## config.mk

```make
export PLATFORM = sky130hd
export DESIGN_NAME = state_machine_decryptor
export DESIGN_NICKNAME = d
export VERILOG_FILES = /design/src/rtl/state_machine_decryptor.sv
export SDC_FILE = /design/constraint.sdc
export NUM_CORES = 1
export LEC_CHECK = 0
export CORE_MARGIN = 2
export CORE_UTILIZATION = 30
export CTS_BUF_LIST = sky130_fd_sc_hd__clkbuf_8 sky130_fd_sc_hd__clkbuf_16
export CTS_CLUSTER_DIAMETER = 40
export DETAILED_ROUTE_END_ITERATION = 16
export PLACE_DENSITY = 0.64
export SYNTH_ARGS = -nofsm -noshare
export SYNTH_HDL_FRONTEND = slang
export SYNTH_SLANG_ARGS = --single-unit
```

## constraint.sdc

```tcl
create_clock -name Clk -period 12.4 [get_ports Clk]
set_clock_uncertainty 0.15 [all_clocks]
set_input_delay 2.48 -clock Clk [delete_from_list [all_inputs] [get_ports Clk]]
set_output_delay 2.48 -clock Clk [all_outputs]
set_load 0.1 [all_outputs]
```

## src/rtl/state_machine_decryptor.sv

```systemverilog
`default_nettype none
// ============================================================================
//  Module   : state_machine_decryptor
//  Purpose  : Control FSM for the AES-128 decryptor. Latches a ciphertext,
//             then sequences the external inverse-round units (AddRoundKey,
//             InvShiftRows, InvSubBytes, InvMixColumns) over the shared
//             Text/ModifiedText bus, steps the round-key selector and
//             presents the plaintext with a ready flag.
//  Ports    : Clk, Rst (async, active-high)
//             En            start request, sampled in IDLE; held in DONE
//             CT            ciphertext, latched in LOAD
//             SelKey        round-key index (NR down to 0)
//             Ry / PT       plaintext valid / plaintext
//             AddEn..MixEn  unit enables (one-hot in op states)
//             AddRy..MixRy  unit done flags
//             Text          current state word (internal data register)
//             ModifiedText  result returned by the active unit
//  Options  : READY_EDGE_EN - when defined, a unit completes only on a
//             rising edge of its ready flag; otherwise readies are levels.
//  Revision : 1.0 - initial release
// ============================================================================
module state_machine_decryptor #(
    parameter int NR = 10,
    parameter int DW = 128
) (
    input  logic          Clk,
    input  logic          Rst,
    input  logic          En,
    input  logic [DW-1:0] CT,
    output logic [3:0]    SelKey,
    output logic          Ry,
    output logic [DW-1:0] PT,
    output logic          AddEn,
    output logic          SubEn,
    output logic          ShiftEn,
    output logic          MixEn,
    input  logic          AddRy,
    input  logic          SubRy,
    input  logic          ShiftRy,
    input  logic          MixRy,
    output logic [DW-1:0] Text,
    input  logic [DW-1:0] ModifiedText
);

    localparam logic [3:0] c_IDLE     = 4'd0;
    localparam logic [3:0] c_LOAD     = 4'd1;
    localparam logic [3:0] c_ADD_INIT = 4'd2;
    localparam logic [3:0] c_SHIFT    = 4'd3;
    localparam logic [3:0] c_SUB      = 4'd4;
    localparam logic [3:0] c_ADD      = 4'd5;   // round-key add; the last one (round 0) is the final add
    localparam logic [3:0] c_MIX      = 4'd6;
    localparam logic [3:0] c_DONE     = 4'd7;

    localparam logic [3:0] c_ROUNDS = 4'(NR);

    logic [3:0]    r_state;
    logic [3:0]    w_nextState;
    logic [DW-1:0] r_data;
    logic [DW-1:0] r_pt;
    logic [3:0]    r_round;

    logic w_addFire;
    logic w_subFire;
    logic w_shiftFire;
    logic w_mixFire;
    logic w_capture;
    logic w_decRound;
    logic w_finish;

`ifdef READY_EDGE_EN
    // Previous-cycle copies of the readies: a completion needs a fresh
    // 0->1 transition, so a flag left high by an earlier op is not reused.
    logic r_addRyQ;
    logic r_subRyQ;
    logic r_shiftRyQ;
    logic r_mixRyQ;

    always_ff @(posedge Clk or posedge Rst) begin
        if (Rst) begin
            r_addRyQ   <= 1'b0;
            r_subRyQ   <= 1'b0;
            r_shiftRyQ <= 1'b0;
            r_mixRyQ   <= 1'b0;
        end else begin
            r_addRyQ   <= AddRy;
            r_subRyQ   <= SubRy;
            r_shiftRyQ <= ShiftRy;
            r_mixRyQ   <= MixRy;
        end
    end

    assign w_addFire   = AddRy   & ~r_addRyQ;
    assign w_subFire   = SubRy   & ~r_subRyQ;
    assign w_shiftFire = ShiftRy & ~r_shiftRyQ;
    assign w_mixFire   = MixRy   & ~r_mixRyQ;
`else
    assign w_addFire   = AddRy;
    assign w_subFire   = SubRy;
    assign w_shiftFire = ShiftRy;
    assign w_mixFire   = MixRy;
`endif

    // Next-state logic. Each op state only listens to its own unit's ready,
    // which makes stray readies from other units harmless.
    always_comb begin
        w_nextState = r_state;
        w_capture   = 1'b0;
        w_decRound  = 1'b0;
        w_finish    = 1'b0;
        case (r_state)
            c_IDLE: begin
                if (En) w_nextState = c_LOAD;
            end
            c_LOAD: begin
                w_nextState = c_ADD_INIT;
            end
            c_ADD_INIT: begin
                if (w_addFire) begin
                    w_capture   = 1'b1;
                    w_decRound  = 1'b1;
                    w_nextState = c_SHIFT;
                end
            end
            c_SHIFT: begin
                if (w_shiftFire) begin
                    w_capture   = 1'b1;
                    w_nextState = c_SUB;
                end
            end
            c_SUB: begin
                if (w_subFire) begin
                    w_capture   = 1'b1;
                    w_nextState = c_ADD;
                end
            end
            c_ADD: begin
                if (w_addFire) begin
                    w_capture = 1'b1;
                    // Round 0 is the final round: no InvMixColumns follows.
                    if (r_round != 4'd0) begin
                        w_nextState = c_MIX;
                    end else begin
                        w_finish    = 1'b1;
                        w_nextState = c_DONE;
                    end
                end
            end
            c_MIX: begin
                if (w_mixFire) begin
                    w_capture   = 1'b1;
                    w_decRound  = 1'b1;
                    w_nextState = c_SHIFT;
                end
            end
            c_DONE: begin
                if (!En) w_nextState = c_IDLE;
            end
            default: begin
                w_nextState = c_IDLE;
            end
        endcase
    end

    always_ff @(posedge Clk or posedge Rst) begin
        if (Rst) begin
            r_state <= c_IDLE;
            r_data  <= '0;
            r_round <= c_ROUNDS;
            r_pt    <= '0;
        end else begin
            r_state <= w_nextState;
            if (r_state == c_LOAD) begin
                r_data  <= CT;
                r_round <= c_ROUNDS;
                r_pt    <= '0;
            end else begin
                if (w_capture)  r_data  <= ModifiedText;
                if (w_decRound) r_round <= r_round - 4'd1;
                // Plaintext is taken straight from the bus so it is valid
                // in the same cycle Ry rises.
                if (w_finish)   r_pt    <= ModifiedText;
            end
        end
    end

    assign AddEn   = (r_state == c_ADD_INIT) || (r_state == c_ADD);
    assign ShiftEn = (r_state == c_SHIFT);
    assign SubEn   = (r_state == c_SUB);
    assign MixEn   = (r_state == c_MIX);
    assign Ry      = (r_state == c_DONE);
    assign SelKey  = r_round;
    assign Text    = r_data;
    assign PT      = r_pt;

endmodule
`default_nettype wire

```

==> results by group <==
Outcome
  • Status: finished clean

Setup path
  • FF-to-FF Start: r_state[0]
  • CP endpoint kind: primary output
  • Crit path DAT: 3130 ps
  • R2r endpoint: Text[4]
  • Flop-to-flop setup slack: 8820 ps
  • Crit-path max FO: 18
  • Worst path required time: 9770 ps
  • FF-to-FF path depth: 6
  • Startpoint types: register
  • Kind of critical path: register to primary output

Clock tree
  • Post-CTS setup buffers: 0
  • Hold buffer count at CTS: 0
  • H-tree depth: 2
  • Number of buffers created by CTS: 45
  • Skew-Pair Late Insertion Delay: 540 ps
  • Post-CTS resize count: 0
  • Clock tree buffer depth: 3
  • Clock Pin Slew Worst Setup and Hold Paths: 50 ps
  • Clk sink count: 263
  • TritonCTS clock tree: done
  • CTS root buffer: clkbuf_16

GRT
  • Top Usage Layer GRT: met2
  • Grt ovf: 0
  • GR Layer Usage met3: 0.0711
  • GR Util All Layers: 0.187
  • First-pass GRT wire length: 63.4 mm
  • GR met1 Demand/Resource: 0.226
  • Largest net degree at the start of global routing: 134
  • Number of global-route vias before repair: 10,400
  • Met2 usage in global routing: 0.308
  • Initial antenna violation count: 0

Power
  • Sequential share of power: 0.209
  • Total Power Consumption: 6180 uW
  • Static Leak: 0.00817 uW
  • Peak VDD IR: 0.222 mV
  • Sw Ratio: 0.502
  • Logic gate share of total power: 0.596
  • Sw power: 3100 uW
  • Power Dens Cells: 318 nW/um2
  • Internal Power: 3080 uW
  • Clock power frac: 0.194

Timing
  • RSZ-0062 raised after global routing: false
  • Total negative setup slack: 0 ps
  • Tmin final: 5760 ps
  • Slew @ Worst Pin: 1180 ps
  • Slew headroom: 0.208
  • Maximum clock frequency: 174 MHz
  • Final Cycle Share: 0.465
  • Fin. max-slew vios: 0
  • Final hold violation count: 0
  • Setup violations, final: 0

Floorplanning
  • Die H: 209 um
  • Core area: 41,700 um2
  • Row count: 75
  • Starting Density: 0.303
  • Die ar.: 43,700 um2
  • I/O pins: 528
  • Die extent in x: 209 um

Yosys
  • Synth area leader: dfrtp_1
  • Post-synth cell types: 43
  • Flops & latches, synth: 263
  • Most frequent cells after synthesis: 265 x nand2_1, 261 x dfrtp_1, 137 x mux2_2
  • Synth Cell Area: 12,600 um2
  • Synth top area cells: dfrtp_1 52%, mux2_4 14%, mux2_2 12%
  • EDFF count, synth: 0
  • Most common cell in the synthesized netlist: nand2_1
  • Cells after Synth: 1,038
  • Post-Synth Simple-Gate Area: 0.0924
  • Combinational family with the most area after synthesis: multiplexers
  • Register area share after synthesis: 0.522
  • XOR/XNOR share of the synthesized area: 0.00208
  • Multiplexer area fraction after synthesis: 0.266
  • Async SR Flop Fraction: 1.00
  • Synthesis warning total: 0
  • Syn nets: 1,302
  • Synth Area in Adders: 0.000992
  • Yosys top cell area share: 0.518
  • Main synth FF type: dfrtp_1
  • Synth Area in Compound Gates: 0.0610
  • Avg Inst Size Synth: 12.1 um2

Routing
  • Post-route ant nets: 0
  • WL/cell: 19.6 um
  • Drt total wl: 41.4 mm
  • Post-route DRC violation count: 0
  • Drt pass-1 iters: 5
  • Initial detailed-routing violation count: 544
  • DR vias/cell: 4.62
  • Via count: 9,789

Placement
  • Global placement routability congestion: 0.806
  • Placed wire-length estimate: 28.8 mm
  • Port Buffer Count: 527
  • Area of placed instances: 18,000 um2

Min path
  • Hold path startpoint: Text[124]
  • Hold EP: Text[124]
  • HP Class: register to register
  • Worst hold path stage count: 1

Layout
  • Final #Nets: 1,812
  • Antenna fix cells: 0
  • Post-route cell area: 19,400 um2
  • Synth-to-layout area growth: 54.1%
  • Layout cells sized above 1: 0.227

Run
  • Max-Cap Viols: 0
-- through the flow --
step / utilization / cells / hold slack, ps / worst slack (ps)
2_1_floorplan: - / 1038 / 431 / 2530
3_3_place_gp: 0.431 / 2040 / 342 / 6930
3_5_place_dp: 0.431 / 2040 / 341 / 6870
4_1_cts: 0.466 / 2118 / 358 / 6500
5_1_grt: 0.466 / 2118 / 366 / 6470
6_report: 0.466 / 2118 / 356 / 6640
-- routing by layer --
metal	up-vias	part of all wire
met4	0	0.024
met3	55	0.094
met2	418	0.47
li1	4558	-
met5	-	0
met1	4758	0.41
-- sequential cells by signal, indices dropped and copies added, names as in the netlist --
| signal | count |
|---|---|
| SelKey | 4 |
| Text | 128 |
| r_state | 3 |
| PT | 128 |
-- how the worst max path moves through the flow --
stage,startpoint,endpoint,slack [ps]
finish,r_state[0],AddEn,6640
floorplan,Rst,PT[0],2530
global placement,ShiftRy,Text[124],6930
detailed placement,ShiftRy,Text[124],6870
CTS,r_state[0],AddEn,6500
global route,r_state[0],AddEn,6470
-- layout by cell type (no fill, tap or decap), types with 4 or more instances in the layout --
master             n
nor2_1             9
inv_1              5
clkbuf_8           4
mux2_2           137
clkdlybuf4s50_1  527
nand2_1          265
clkinv_4           5
clkbuf_16         45
inv_6              4
dfrtp_1          261
clkinv_2           4
buf_4             11
a21oi_1          130
mux2_4           120
clkinvlp_4        11
-- worst max-delay path: stages, from the launching register on --
cell and delay, ps:
dfrtp_1 700, nand2b_2 210, o21ai_0 440, clkdlybuf4s50_1 1240
-- power by group through the flow --
stage | sequential (uW) | combinational [uW] | clock (uW)
6_report | 1290 | 3690 | 1200
3_5_place_dp | 1300 | 3700 | 0
2_1_floorplan | 3000 | 1300 | 0
5_1_grt | 1320 | 3800 | 1270
3_3_place_gp | 1300 | 3670 | 0
4_1_cts | 1290 | 3710 | 1230
-- layout make-up --
type                            instances  area [um2]
Fill cell                            3822       22200
Sequential cell                       263        6580
Timing Repair Buffer                  538        5360
Multi-Input combinational cell        696        5330
Clock buffer                           49        1180
Tap cell                              539         674
Clock inverter                         29         279
Inverter                                4        22.5
-- logic make-up (layout without fill, tap and decap cells) --
logic type      after synthesis  after routing
simple gates                290            290
compound gates              144            144
buf+inv                      79            620
fa+ha+maj                     1              1
xor+xnor                      3              3
flops                       263            263
mux                         258            258
No activity file was read; power rests on OpenSTA's default activity.
